==> src/rtl/rr_arb_mux.sv <==
// N-channel round-robin arbiter feeding a one-entry registered output with valid/ready on both sides.
// Define RR_ARB_MUX_FIXED_PRIO_EN to replace round-robin with fixed lowest-index-first priority.
module rr_arb_mux #(
    parameter int WIDTH = 32,
    parameter int N     = 4,
    localparam int SW   = $clog2(N)
) (
    input  logic               clk,
    input  logic               rst_n,
    input  logic [N*WIDTH-1:0] in_data,
    input  logic [N-1:0]       in_valid,
    output logic [N-1:0]       in_ready,
    output logic [WIDTH-1:0]   out_data,
    output logic               out_valid,
    input  logic               out_ready,
    output logic [SW-1:0]      out_sel
);

    logic             load;
    logic             found;
    logic [SW-1:0]    grant;
    logic [WIDTH-1:0] grant_word;

    // The output register can take a new word when empty or being drained this cycle.
    assign load = ~out_valid | out_ready;

`ifdef RR_ARB_MUX_FIXED_PRIO_EN
    always_comb begin
        found = 1'b0;
        grant = '0;
        for (int i = N - 1; i >= 0; i--) begin
            if (in_valid[i]) begin
                found = 1'b1;
                grant = i[SW-1:0];
            end
        end
    end
`else
    localparam logic [SW:0] N_EXT = (SW + 1)'(N);

    logic [SW-1:0] ptr;
    logic [N-1:0]  valid_rot;
    logic [SW-1:0] offset;
    logic [SW:0]   grant_sum;

    // Rotate so bit 0 is channel ptr+1; the lowest set bit is the distance to the winner.
    always_comb begin
        valid_rot = N'({in_valid, in_valid} >> ({1'b0, ptr} + (SW + 1)'(1)));
        found     = |valid_rot;
        offset    = '0;
        for (int j = N - 1; j >= 0; j--) begin
            if (valid_rot[j]) begin
                offset = j[SW-1:0];
            end
        end
        grant_sum = {1'b0, ptr} + {1'b0, offset} + (SW + 1)'(1);
        if (grant_sum >= N_EXT) begin
            grant_sum = grant_sum - N_EXT;
        end
        grant = grant_sum[SW-1:0];
    end

    always_ff @(posedge clk or negedge rst_n) begin
        if (!rst_n) begin
            ptr <= SW'(N - 1);
        end else if (load && found) begin
            ptr <= grant;
        end
    end
`endif

    always_comb begin
        in_ready   = '0;
        grant_word = '0;
        for (int i = 0; i < N; i++) begin
            if (grant == i[SW-1:0]) begin
                in_ready[i] = rst_n & load & found;
                grant_word  = in_data[i*WIDTH +: WIDTH];
            end
        end
    end

    always_ff @(posedge clk or negedge rst_n) begin
        if (!rst_n) begin
            out_valid <= 1'b0;
            out_data  <= '0;
            out_sel   <= '0;
        end else if (load) begin
            out_valid <= found;
            if (found) begin
                out_data <= grant_word;
                out_sel  <= grant;
            end
        end
    end

endmodule

==> config.mk <==
export PLATFORM = sky130hd
export DESIGN_NAME = rr_arb_mux
export DESIGN_NICKNAME = d
export VERILOG_FILES = /design/src/rtl/rr_arb_mux.sv
export SDC_FILE = /design/constraint.sdc
export NUM_CORES = 1
export LEC_CHECK = 0
export ABC_AREA = 0
export CORE_ASPECT_RATIO = 1.75
export CORE_MARGIN = 2
export CORE_UTILIZATION = 40
export CTS_CLUSTER_DIAMETER = 50
export DETAILED_ROUTE_END_ITERATION = 10
export PLACE_DENSITY = 0.81
export RECOVER_POWER = 50
export SKIP_CTS_REPAIR_TIMING = 1
export SLEW_MARGIN = 5
export SYNTH_ARGS = -nofsm -noshare
export SYNTH_HDL_FRONTEND = slang
export SYNTH_SLANG_ARGS = --single-unit
==> constraint.sdc <==
create_clock -name clk -period 3.3 [get_ports clk]
set_input_delay 0.66 -clock clk [delete_from_list [all_inputs] [get_ports clk]]
set_output_delay 0.66 -clock clk [all_outputs]
set_load 0.05 [all_outputs]
==> metrics <==
status=complete, but fails checks; failing checks=capacitance limit, slew limit; pre-CTS setup slack=-0.1236 ns; total CTS buffers=5; DRC viols=0; CTS sink count=37; Clock Skew=around 0.0061 ns; initial DRC count=between 200 and 300; worst vdd ir=between 0.0005 and 0.0006 V; die height=roughly 120 um; number of synthesized flops with an enable pin=0; max_cap viols=1; post-route ant nets=0; number of cell rows=44; largest net degree at the start of global routing=71; Synthesized Nets=roughly 580; Cells after DPL=697; Die Wd=72.81 um; Async S/R FF share, synth=between 90% and 100%; Worst EP arrival=2.59 ns; final RePlAce weighted congestion=around 0.9; # IOs=around 170; Worst Max-Slew Pin Slew=1.698 ns; setup ws final=~0.055 ns; Area contributors post-synth=dfrtp_1 26%, nor2b_1 13%, nor2_1 11%; type of the worst min-delay path=in -> async; Mapped Area=0.003314 sq mm; Syn Inst Count=between 400 and 500; CTS Root Buffer Type=clkbuf_16; total core area=approximately 0.0081 sq mm; leading area contributor after synthesis=dfrtp_1; initial antenna violation count=0; Pwr per Cell Area=1056 mW/mm^2; synth unique cells=33; register bit total from synthesis=37; Layout Cells excl Fill=~700; CTS tree=yes; fmax=slightly above 300 MHz; LEAKAGE=about 2.1 nW; Crit Path Class=in -> out; multi-input combinational cell area=~0.0022 sq mm; Slew Limit Fails=30; CP max FO=3; Vias=roughly 4100; CTS max path bufs=2; total global-route track usage=between 20% and 30%; die area=~0.009 sq mm; Detailed Place HPWL=about 9000 um; fraction of layout cells with a size suffix above 1=between 10 and 15%; TNS Setup=0 ns; global-route wire length before repair=about 19000 um; Vias/cell=approximately 5.7; critical path required time=~2.6 ns; worst rel slew slack=-13.21%; gr ovfl total=0; vias in the first global route=between 4000 and 5000; DRT Wirelength=approximately 12000 um; sequential share of the synthesized area=28.01%; # setup viols final=0; Crit. End Element=output pin; DR WL/cell=17.60 um; final cycle utilization of the critical path=98.33%; clock latency at the later pin of the worst-skew pair=around 0.28 ns; n_diodes=0; Final Hold Viols=0; Syn Area/Cell=about 7.4 sq um; drt pass-1 iters=5; port bufs=around 170; Sequential Area=around 930 sq um; commonest non-fill, non-tap cells in the layout=147 x clkdlybuf4s50_1, 97 x nor2_1, 64 x nor2b_1, 35 x dfrtp_1; synthesis-to-layout area growth=64.14%; CTS clk-pin slew, worst paths=~0.06 ns; fill cell count=about 700; most common cell after layout, fill and taps aside=clkdlybuf4s50_1; Main synth FF type=dfrtp_1; yosys warns=0; minimum clock period=3.245 ns; Yosys top cell area share=about a quarter; Worst setup SP type=input port; Initial Utilization=between 40% and 50%; nets@finish=around 750; H-tree levels=2
sequential cells by signal, summed over array words and instances (netlist names):
register,count
out_sel,2
ptr,2
out_valid,1
out_data,32
layer usage:
layer | GRT usage, % | share of wire, % | up-vias
met5 | 0 | 0 | -
met4 | 12.09 | 2.7 | 0
met3 | 3.479 | 5.9 | 28
met2 | 49.09 | 54 | 201
met1 | 29.53 | 37 | 1932
li1 | - | - | 1889
area by class of cell:
| type | instances | area share [%] |
|---|---|---|
| clock buffers | 7 | 2.622 |
| inverters | 2 | 0.1380 |
| multi-input cells | 362 | 40.64 |
| flip-flops and latches | 37 | 17.07 |
| well taps | 92 | 2.116 |
| repair buffers | 205 | 37.42 |
per-stage QoR:
| step | cell area, sq um | total power (W) | hold WS (ns) | utilization, % |
|---|---|---|---|---|
| after floorplan | 3317 | 0.003833 | 0.3644 | - |
| after global placement | 5271 | 0.005169 | 0.4738 | 64.70 |
| after detailed placement | 5271 | 0.005258 | 0.4776 | 64.70 |
| after CTS | 5414 | 0.005749 | 0.2422 | 66.45 |
| after global routing | 5440 | 0.006084 | 0.2456 | 66.77 |
| final | 5440 | 0.005743 | 0.2468 | 66.77 |
Yosys cell counts (7+ instances only):
cell type,count
a21oi_1,7
a21oi_2,30
a31oi_1,32
and2_1,32
buf_2,17
clkbuf_1,21
dfrtp_1,35
nand2_1,8
nor2_1,99
nor2b_1,67
o211ai_1,32
o22ai_1,32
path summary, 6_finish.rpt:
path,start,endpoint,slack [ns],cells after the start
setup / recovery,in_valid[1],in_ready[1],0.05,10
hold / removal,rst_n,out_sel[1],0.25,1
setup reg to reg,ptr[1],out_data[23],0.34,13
hold reg to reg,out_sel[0],out_sel[0],0.49,1
max in group asynchronous,rst_n,out_data[17],1.18,2
min in group clk,out_sel[0],out_sel[0],0.49,1
report_power, final:
group | switching (W) | internal (W)
logic | 0.00261 | 0.00181
registers | 0.000152 | 0.000698
clock network | 0.000175 | 0.000297
total | 0.00294 | 0.00280
cell families (layout without fill, tap and decap cells):
family | after synthesis | in the layout | synth area share (%)
simple gates | 212 | 212 | 32.05
compound gates | 146 | 146 | 31.45
buf+inv | 46 | 214 | 7.097
flops | 37 | 37 | 28.01
mux | 2 | 2 | 0.7549
fa+ha+maj | 1 | 1 | 0.3774
xor+xnor | 1 | 1 | 0.2643
critical path, cell delays in order:
cell and delay, ns:
clkdlybuf4s50_1 0.51, nor2b_4 0.16, a21oi_1 0.04, o21ai_1 0.15, o21ai_0 0.10, ha_1 0.35
nor2_2 0.15, nand2_1 0.10, nor2b_2 0.19, buf_12 0.15
No activity file was read; power rests on OpenSTA's default activity.
